==> config.mk <==
export PLATFORM = sky130hd
export DESIGN_NAME = uart_frame_rx_flat
export DESIGN_NICKNAME = d
export VERILOG_FILES = /design/src/rtl/uart_frame_rx_pkg.sv /design/src/rtl/uart_frame_rx_if.sv /design/src/rtl/uart_rx_sync.sv /design/src/rtl/uart_frame_rx.sv /design/src/flat_wrapper.sv
export SDC_FILE = /design/constraint.sdc
export NUM_CORES = 1
export LEC_CHECK = 0
export CORE_MARGIN = 3
export CORE_UTILIZATION = 51
export CTS_BUF_LIST = sky130_fd_sc_hd__clkbuf_4 sky130_fd_sc_hd__clkbuf_8 sky130_fd_sc_hd__clkbuf_16
export CTS_CLUSTER_SIZE = 12
export DETAILED_ROUTE_END_ITERATION = 6
export PLACE_DENSITY = 0.87
export SKIP_CTS_REPAIR_TIMING = 1
export SLEW_MARGIN = 20
export SYNTH_ARGS = -nofsm -noshare
export SYNTH_HDL_FRONTEND = slang
export SYNTH_SLANG_ARGS = --single-unit
==> constraint.sdc <==
create_clock -name i_Clock -period 15.6 [get_ports i_Clock]
set_clock_uncertainty 0.05 [all_clocks]
set_input_delay 4.68 -clock i_Clock [delete_from_list [all_inputs] [get_ports i_Clock]]
set_output_delay 4.68 -clock i_Clock [all_outputs]
set_load 0.005 [all_outputs]
==> src/rtl/uart_frame_rx_pkg.sv <==
// uart_frame_rx_pkg
// Shared constants and state encoding for the board-state serial link.
// The frame transmitter on the other end of the link uses the same defaults,
// so both sides agree on baud divisor and frame layout.
//   DEF_CLKS_PER_BIT  : clock cycles per bit (25 MHz / 115200)
//   DEF_NUM_BYTES     : bytes per frame
//   DEF_DATA_WIDTH    : useful bits in an assembled frame
//   DEF_TIMEOUT_BITS  : idle bit periods tolerated between bytes of a frame
//   rx_state_t        : receiver FSM states
package uart_frame_rx_pkg;

    localparam int DEF_CLKS_PER_BIT = 217;
    localparam int DEF_NUM_BYTES    = 24;
    localparam int DEF_DATA_WIDTH   = 188;
    localparam int DEF_TIMEOUT_BITS = 16;

    typedef enum logic [2:0] {
        ST_IDLE,
        ST_START,
        ST_DATA,
        ST_STOP,
        ST_GAP
    } rx_state_t;

endpackage

==> src/rtl/uart_frame_rx_if.sv <==
// uart_frame_rx_if
// Bundles the serial line and the frame-level outputs of the receiver.
//   i_Rx_Serial : serial line, idle high (driven by the line side)
//   o_Rx_DV     : one-cycle pulse, complete frame on o_Rx_Data
//   o_Rx_Data   : last complete frame
//   o_Rx_Active : a frame is in progress
//   o_Frame_Err : one-cycle pulse, stop bit low, frame dropped
//   o_Timeout   : one-cycle pulse, inter-byte gap too long, frame dropped
// Modports:
//   master : line driver / frame consumer side
//   slave  : the receiver itself
interface uart_frame_rx_if
    import uart_frame_rx_pkg::*;
#(
    parameter int DATA_WIDTH = DEF_DATA_WIDTH
);

    logic                  i_Rx_Serial;
    logic                  o_Rx_DV;
    logic [DATA_WIDTH-1:0] o_Rx_Data;
    logic                  o_Rx_Active;
    logic                  o_Frame_Err;
    logic                  o_Timeout;

    modport master (
        output i_Rx_Serial,
        input  o_Rx_DV,
        input  o_Rx_Data,
        input  o_Rx_Active,
        input  o_Frame_Err,
        input  o_Timeout
    );

    modport slave (
        input  i_Rx_Serial,
        output o_Rx_DV,
        output o_Rx_Data,
        output o_Rx_Active,
        output o_Frame_Err,
        output o_Timeout
    );

endinterface

==> src/rtl/uart_rx_sync.sv <==
// uart_rx_sync
// Two-flop synchroniser for the asynchronous serial line. Both flops reset
// to 1 so that the idle-high line never looks like a start bit after reset.
//   i_Clock  : clock, rising edge
//   i_Reset  : asynchronous active-high reset
//   async_in : asynchronous input
//   sync_out : synchronised output, two cycles of latency
module uart_rx_sync (
    input  logic i_Clock,
    input  logic i_Reset,
    input  logic async_in,
    output logic sync_out
);

    logic meta;

    always_ff @(posedge i_Clock or posedge i_Reset) begin
        if (i_Reset) begin
            meta     <= 1'b1;
            sync_out <= 1'b1;
        end else begin
            meta     <= async_in;
            sync_out <= meta;
        end
    end

endmodule

==> src/rtl/uart_frame_rx.sv <==
// uart_frame_rx
// Multi-byte 8N1 frame receiver. Collects NUM_BYTES bytes (LSB first within
// a byte, byte 0 in the least-significant position) into one DATA_WIDTH-bit
// word; bits of the last byte beyond DATA_WIDTH are dropped.
//   i_Clock : clock, rising edge
//   i_Reset : asynchronous active-high reset
//   rx_bus  : serial line in, frame data and status pulses out
// Parameters:
//   CLKS_PER_BIT : clock cycles per bit
//   NUM_BYTES    : bytes per frame
//   DATA_WIDTH   : assembled word width (must not exceed 8*NUM_BYTES)
//   TIMEOUT_BITS : idle bit periods allowed between bytes of a frame
module uart_frame_rx
    import uart_frame_rx_pkg::*;
#(
    parameter int CLKS_PER_BIT = DEF_CLKS_PER_BIT,
    parameter int NUM_BYTES    = DEF_NUM_BYTES,
    parameter int DATA_WIDTH   = DEF_DATA_WIDTH,
    parameter int TIMEOUT_BITS = DEF_TIMEOUT_BITS
) (
    input logic            i_Clock,
    input logic            i_Reset,
    uart_frame_rx_if.slave rx_bus
);

    localparam int TIMEOUT_CLKS = TIMEOUT_BITS * CLKS_PER_BIT;
    localparam int CNT_W        = $clog2(TIMEOUT_CLKS + 1);
    localparam int IDX_W        = $clog2(NUM_BYTES + 1);

    localparam logic [CNT_W-1:0] HALF_BIT    = CNT_W'(CLKS_PER_BIT / 2);
    localparam logic [CNT_W-1:0] FULL_BIT    = CNT_W'(CLKS_PER_BIT - 1);
    localparam logic [CNT_W-1:0] TIMEOUT_CNT = CNT_W'(TIMEOUT_CLKS);
    localparam logic [IDX_W-1:0] LAST_BYTE   = IDX_W'(NUM_BYTES - 1);

    rx_state_t             state;
    logic [CNT_W-1:0]      clk_count;
    logic [2:0]            bit_idx;
    logic [IDX_W-1:0]      byte_idx;
    logic [7:0]            shift_reg;
    logic [DATA_WIDTH-1:0] frame_reg;
    logic [DATA_WIDTH-1:0] frame_merged;
    logic                  stop_failed;
    logic                  rx_line;

    logic [DATA_WIDTH-1:0] rx_data;
    logic                  rx_dv;
    logic                  rx_active;
    logic                  frame_err;
    logic                  timeout;

    uart_rx_sync u_sync (
        .i_Clock  (i_Clock),
        .i_Reset  (i_Reset),
        .async_in (rx_bus.i_Rx_Serial),
        .sync_out (rx_line)
    );

    // Partial frame with the just-received byte dropped into its slot.
    // Shifting inside a DATA_WIDTH-wide vector discards any bits of the last
    // byte that fall beyond the word, so no explicit bounds test is needed.
    logic [IDX_W+2:0] byte_shift;

    always_comb begin
        byte_shift   = {byte_idx, 3'b000};
        frame_merged = (frame_reg & ~(DATA_WIDTH'(8'hFF) << byte_shift))
                     | (DATA_WIDTH'(shift_reg) << byte_shift);
    end

    // Receiver FSM. The counter is aligned to the middle of the start bit,
    // so each later bit is sampled one full bit period after the previous
    // sample. After a failed stop bit the FSM stays in STOP until the line
    // returns high, so a held-low line cannot be mistaken for a new start.
    always_ff @(posedge i_Clock or posedge i_Reset) begin
        if (i_Reset) begin
            state       <= ST_IDLE;
            clk_count   <= '0;
            bit_idx     <= '0;
            byte_idx    <= '0;
            shift_reg   <= '0;
            frame_reg   <= '0;
            stop_failed <= 1'b0;
            rx_data     <= '0;
            rx_dv       <= 1'b0;
            rx_active   <= 1'b0;
            frame_err   <= 1'b0;
            timeout     <= 1'b0;
        end else begin
            rx_dv     <= 1'b0;
            frame_err <= 1'b0;
            timeout   <= 1'b0;

            case (state)
                ST_IDLE: begin
                    byte_idx    <= '0;
                    shift_reg   <= '0;
                    clk_count   <= '0;
                    stop_failed <= 1'b0;
                    if (!rx_line) begin
                        state     <= ST_START;
                        rx_active <= 1'b1;
                    end
                end

                ST_START: begin
                    if (clk_count == HALF_BIT) begin
                        clk_count <= '0;
                        if (!rx_line) begin
                            state   <= ST_DATA;
                            bit_idx <= '0;
                        end else if (byte_idx == '0) begin
                            state     <= ST_IDLE;
                            rx_active <= 1'b0;
                        end else begin
                            state <= ST_GAP;
                        end
                    end else begin
                        clk_count <= clk_count + 1'b1;
                    end
                end

                ST_DATA: begin
                    if (clk_count == FULL_BIT) begin
                        clk_count          <= '0;
                        shift_reg[bit_idx] <= rx_line;
                        if (bit_idx == 3'd7) begin
                            state <= ST_STOP;
                        end else begin
                            bit_idx <= bit_idx + 1'b1;
                        end
                    end else begin
                        clk_count <= clk_count + 1'b1;
                    end
                end

                ST_STOP: begin
                    if (stop_failed) begin
                        if (rx_line) begin
                            state <= ST_IDLE;
                        end
                    end else if (clk_count == FULL_BIT) begin
                        clk_count <= '0;
                        if (rx_line) begin
                            frame_reg <= frame_merged;
                            if (byte_idx == LAST_BYTE) begin
                                rx_data   <= frame_merged;
                                rx_dv     <= 1'b1;
                                rx_active <= 1'b0;
                                byte_idx  <= '0;
                                state     <= ST_IDLE;
                            end else begin
                                byte_idx <= byte_idx + 1'b1;
                                state    <= ST_GAP;
                            end
                        end else begin
                            frame_err   <= 1'b1;
                            byte_idx    <= '0;
                            rx_active   <= 1'b0;
                            stop_failed <= 1'b1;
                        end
                    end else begin
                        clk_count <= clk_count + 1'b1;
                    end
                end

                ST_GAP: begin
                    // Timeout wins over a start edge seen on the same cycle.
                    if (clk_count == TIMEOUT_CNT) begin
                        timeout   <= 1'b1;
                        byte_idx  <= '0;
                        rx_active <= 1'b0;
                        clk_count <= '0;
                        state     <= ST_IDLE;
                    end else if (!rx_line) begin
                        clk_count <= '0;
                        state     <= ST_START;
                    end else begin
                        clk_count <= clk_count + 1'b1;
                    end
                end

                default: begin
                    state <= ST_IDLE;
                end
            endcase
        end
    end

    assign rx_bus.o_Rx_DV     = rx_dv;
    assign rx_bus.o_Rx_Data   = rx_data;
    assign rx_bus.o_Rx_Active = rx_active;
    assign rx_bus.o_Frame_Err = frame_err;
    assign rx_bus.o_Timeout   = timeout;

endmodule

==> src/flat_wrapper.sv <==
// flat-port wrapper written by rule: the top's interface ports become plain ports
module uart_frame_rx_flat import uart_frame_rx_pkg::*;
#(
    parameter int CLKS_PER_BIT = DEF_CLKS_PER_BIT,
    parameter int NUM_BYTES    = DEF_NUM_BYTES,
    parameter int DATA_WIDTH   = DEF_DATA_WIDTH,
    parameter int TIMEOUT_BITS = DEF_TIMEOUT_BITS
)
  (i_Clock, i_Reset, rx_bus_i_Rx_Serial, rx_bus_o_Rx_DV, rx_bus_o_Rx_Data, rx_bus_o_Rx_Active, rx_bus_o_Frame_Err, rx_bus_o_Timeout);
  uart_frame_rx_if #(.DATA_WIDTH(DATA_WIDTH)) rx_bus_i ();
  input logic i_Clock;
  input logic i_Reset;
  input wire logic [$bits(rx_bus_i.i_Rx_Serial)-1:0] rx_bus_i_Rx_Serial;
  output wire logic [$bits(rx_bus_i.o_Rx_DV)-1:0] rx_bus_o_Rx_DV;
  output wire logic [$bits(rx_bus_i.o_Rx_Data)-1:0] rx_bus_o_Rx_Data;
  output wire logic [$bits(rx_bus_i.o_Rx_Active)-1:0] rx_bus_o_Rx_Active;
  output wire logic [$bits(rx_bus_i.o_Frame_Err)-1:0] rx_bus_o_Frame_Err;
  output wire logic [$bits(rx_bus_i.o_Timeout)-1:0] rx_bus_o_Timeout;
  assign rx_bus_i.i_Rx_Serial = rx_bus_i_Rx_Serial;
  assign rx_bus_o_Rx_DV = rx_bus_i.o_Rx_DV;
  assign rx_bus_o_Rx_Data = rx_bus_i.o_Rx_Data;
  assign rx_bus_o_Rx_Active = rx_bus_i.o_Rx_Active;
  assign rx_bus_o_Frame_Err = rx_bus_i.o_Frame_Err;
  assign rx_bus_o_Timeout = rx_bus_i.o_Timeout;
  uart_frame_rx #(.CLKS_PER_BIT(CLKS_PER_BIT), .NUM_BYTES(NUM_BYTES), .DATA_WIDTH(DATA_WIDTH), .TIMEOUT_BITS(TIMEOUT_BITS)) u_core (.i_Clock(i_Clock), .i_Reset(i_Reset), .rx_bus(rx_bus_i));
endmodule
[Yosys cells after proc, flatten, opt, wreduce, memory -nomap -nowiden]
Index checks and enable logic that the tools add are counted.
Cells by class
  bitwise logic cells: 4
  add/sub/neg operators: 3
  equality and inequality tests: 24
  reduce and logical (&&, ||, !) cells: 17
  mux-type cells: 58
  shift operators: 2
  order comparisons: 2
Operator list (number)
  188-bit bitwise AND: 1
  188-bit inverter: 1
  188-bit bitwise OR: 1
  8-bit by 8-bit left shift with 188-bit output: 1
  8-bit by 8-bit left shift with 188-bit output, first input constant: 1
  12-bit 2-to-1 mux: 5
  12-bit case mux with 5 select lines: 1
  3-bit 2-to-1 mux: 16
  5-bit 2-to-1 mux: 5
  1-bit 2-to-1 mux: 22
  8-bit case mux with 2 select lines: 1
  3-bit case mux with 5 select lines: 1
  5-bit case mux with 3 select lines: 1
  12-bit by 1-bit adder with 12-bit output, second input constant: 1
  12-bit == test, second input constant: 1
  12-bit by 7-bit == test with 1-bit output, second input constant: 1
  12-bit by 8-bit == test with 1-bit output, second input constant: 1
  2-bit by 1-bit inequality test with 1-bit output, second input constant: 6
  2-bit inequality test, second input constant: 5
  5-bit AND reduction: 2
  9-bit AND reduction: 1
  8-bit bitwise mux: 1
  8-bit 2-to-1 mux: 1
  4-bit AND reduction: 2
  other kinds (25): 31
Storage, ports and cells
  logic and storage cells: 124
  flip-flop bits (word level): 414

[Longest topological paths before layout]
  depth after elaboration: 7
  mapped depth: 12
  gate-level depth less buffers: 8

[Modules after synthesis]
Synthesis repeated with hierarchy kept, for this count alone.
Unflattened totals
  cell total of the unflattened synthesis: 1644
  area, all modules: 17872.1 um^2
Modules (own cells, without submodules)
  uart_frame_rx: cells each 1641, instances 1, area an instance 17815.8 um^2
  uart_rx_sync: cells each 3, instances 1, area an instance 56.3 um^2

[Worst setup path before layout]
Ideal clock, no wire load.
  path kind: flip-flop to output port
  start: reg u_core.rx_data[0], in the netlist u_core.rx_bus.o_Rx_Data[0]
  end: out rx_bus_o_Rx_Data[0]
  path buffers: 0
  stages on the path, launching flop included: 1
  arrival: 0.362 ns
  path slack: 10.508 ns
  path through: dfrtp_1
RTL lines
  start, declared: RTL line uart_frame_rx.sv:45  | logic [DATA_WIDTH-1:0] rx_data;
  start signal, assigned: RTL line uart_frame_rx.sv:145  | rx_data <= frame_merged;
  end, declared: RTL line flat_wrapper.sv:15  | output wire logic [$bits(rx_bus_i.o_Rx_Data)-1:0] rx_bus_o_Rx_Data;
No word-level cell between the ends.

==> flow_summary_export.csv <==
group,metric,value,unit
global_route,grt_max_degree,204,
setup_path,critPathMaxFanout,116,
cells_and_area,antennaDiodeCount,0,
die,boundaryPins,195,
cells_and_area,finalNetCount,1935,
power,p_leak,8.80,nW
power,p_total,2.09,mW
setup_path,ff2ff_setup_slack,11620,ps
job,max-cap-violations,0,
die,die_area,37500,um^2
global_route,grt_first_pass_wirelength,80700,um
route,via_count,15200,
route,drtPass1Iterations,6,
global_route,grt_pass1_vias,14800,
setup_path,r2r-end,"u_core.rx_bus.o_Rx_Data[3]",
cells_and_area,layout_common_cells,"dfrtp_1 (412), nand2_1 (258), nor2_1 (205), clkdlybuf4s50_1 (194), a22oi_1 (165)",
timing,final-setup-viol-count,0,
yosys,netlist_area,17900,um^2
setup_path,r2r_cells,7,
power,irDropWorstVdd,78.7,uV
setup_path,cp.arrival,8060,ps
die,fp.dieH,194,um
yosys,synthArstFlopShare,100,%
timing,maxSlewViolCount,0,
clock_network,numCtsBuffers,43,
timing,worstMarginPinSlew,1080,ps
clock_network,insertion_delay,560,ps
setup_path,startpoint_type,"primary input",
timing,min_period,7540,ps
clock_network,clkSlewWorstSetupHoldPaths,60,ps
cells_and_area,utilization,61.7,%
placed_design,dp_cells,2330,
yosys,ys_seq_elements,414,
clock_network,clkSinkCount,414,
die,initial_core_util,51.8,%
yosys,syn_avg_cell_area,10.1,um^2
clock_network,root_buffer,"clkbuf_16",
cells_and_area,final_common_cell,"dfrtp_1",
placed_design,place.gp.congestion,0.910,
min_path,min_from,"u_core.u_sync.meta",
route,detail_route.vias_per_cell,6.35,
cells_and_area,syn_to_final_growth,19.0,%
outcome,status,"complete, no violations",
yosys,synth-edff-count,0,
timing,rsz0062_at_grt,"no",
yosys,yosysSeqAreaShare,57.7,%
min_path,hold_end,"u_core.u_sync.sync_out",
setup_path,path_class,"in -> async",
die,coreArea,34600,um^2
setup_path,cp-end-kind,"asynchronous set/reset pin",
yosys,yosys_most_used_dff,"dfrtp_1",
yosys,syn-num-nets,1795,
timing,maxSlewHeadroom,27.7,%
route,wl,50900,um
timing,hold_viol,0,
min_path,hold_depth,0,
yosys,yosysWarnings,0,
placed_design,port_buffers,194,
clock_network,h-tree-depth,2,
clock_network,cts_tree,"yes",
power,power.density,97.7,nW/um^2
route,remaining_drc_errors,0,
setup_path,timing.rr.start,"u_core.byte_idx[2]",
timing,fin_tns_setup,0,ps
setup_path,required,16120,ps
yosys,yosys.cell_types.count,64,
cells_and_area,drive_gt1_share,6.85,%
die,chipWidth,194,um
route,first_iter_violations,2037,
timing,min_period_over_period,48.3,%
route,ant_nets,0,
global_route,track_usage,26.4,%
placed_design,dp_hpwl,33200,um
die,num_rows,68,
cells_and_area,fin_cells,2396,
min_path,holdCritPathClass,"reg -> reg",
clock_network,cts.path.max_buffers,3,
global_route,grt.overflow.total,0,
yosys,synthCells,1782,
timing,fmax,0.133,GHz
route,wl_per_cell,21.2,um
global_route,antenna_found_initial,0,
worst max-delay path by stage:
stage / start / endpoint / cells after the start
6_report: i_Reset / u_core.frame_reg[19] / 6
5_1_grt: i_Reset / u_core.frame_reg[19] / 6
4_1_cts: i_Reset / u_core.frame_reg[19] / 5
3_5_place_dp: i_Reset / u_core.rx_bus.o_Rx_Data[38] / 5
3_3_place_gp: i_Reset / u_core.rx_bus.o_Rx_Data[37] / 5
2_1_floorplan: i_Reset / u_core.bit_idx[0] / 1
worst max-delay path: stages:
cell,delay [ps]
clkdlybuf4s50_1,440
clkinvlp_4,220
buf_12,410
buf_16,420
buf_4,840
buf_4,760
cells by family after synthesis:
family          count (synthesis)  share of synthesized area, %
buf+inv                       126                          3.75
mux                             1                        0.0558
xor+xnor                        1                        0.0488
flops                         414                          57.7
compound gates                641                          22.5
simple gates                  589                          15.2
fa+ha+maj                      10                         0.697
power breakdown:
part / total, mW / switching [mW] / internal [mW]
clock: 0.988 / 0.417 / 0.570
sequential: 1.08 / 0.000599 / 1.07
combinational: 0.0231 / 0.0205 / 0.00255
final cells by class:
cell class              count  area, um^2
inverters                  15        60.1
repair buffers            206        2080
clock buffers              55        1190
flip-flops and latches    414       10400
clock inverters             9         143
multi-input cells        1242        6950
well taps                 455         569
fillers                  2635       13300
through the flow:
| step | area (um^2) | hold WS [ps] | setup slack, ps |
|---|---|---|---|
| finish | 21300 | 308 | 8060 |
| global route | 21300 | 316 | 7600 |
| CTS | 21300 | 310 | 8110 |
| detailed placement | 20000 | 301 | 7520 |
| global placement | 20000 | 298 | 7630 |
| floorplan | 18000 | 295 | 5290 |
cells in the mapped netlist (4+ instances only):
cell	number	area share, %
dfrtp_1	412	57
nand2_1	258	5.4
nor2_1	207	4.3
a22oi_1	165	6.9
a21oi_1	151	4.2
o21ai_1	136	3.8
o21ai_0	76	2.1
clkbuf_1	54	1.1
buf_2	37	1.0
o2bb2ai_1	32	1.6
a22o_1	26	1.3
a32oi_1	25	1.2
nand3_1	22	0.61
nor2b_1	20	0.70
nand3_4	15	1.5
inv_1	14	0.29
nor3_1	13	0.36
buf_6	11	0.69
ha_1	10	0.70
nand2_2	10	0.35
nand2_4	9	0.56
o32ai_1	8	0.39
or2_2	8	0.28
a31oi_1	5	0.17
and3_1	4	0.14
metal layers:
layer	global-route usage, %	wire length, um	share of wire, %
met5	0	0	0
met4	9.64	1870	3.7
met3	5.22	5390	11
met2	40.6	23200	46
met1	37.6	20400	40
(Power assumes the default switching activity.)
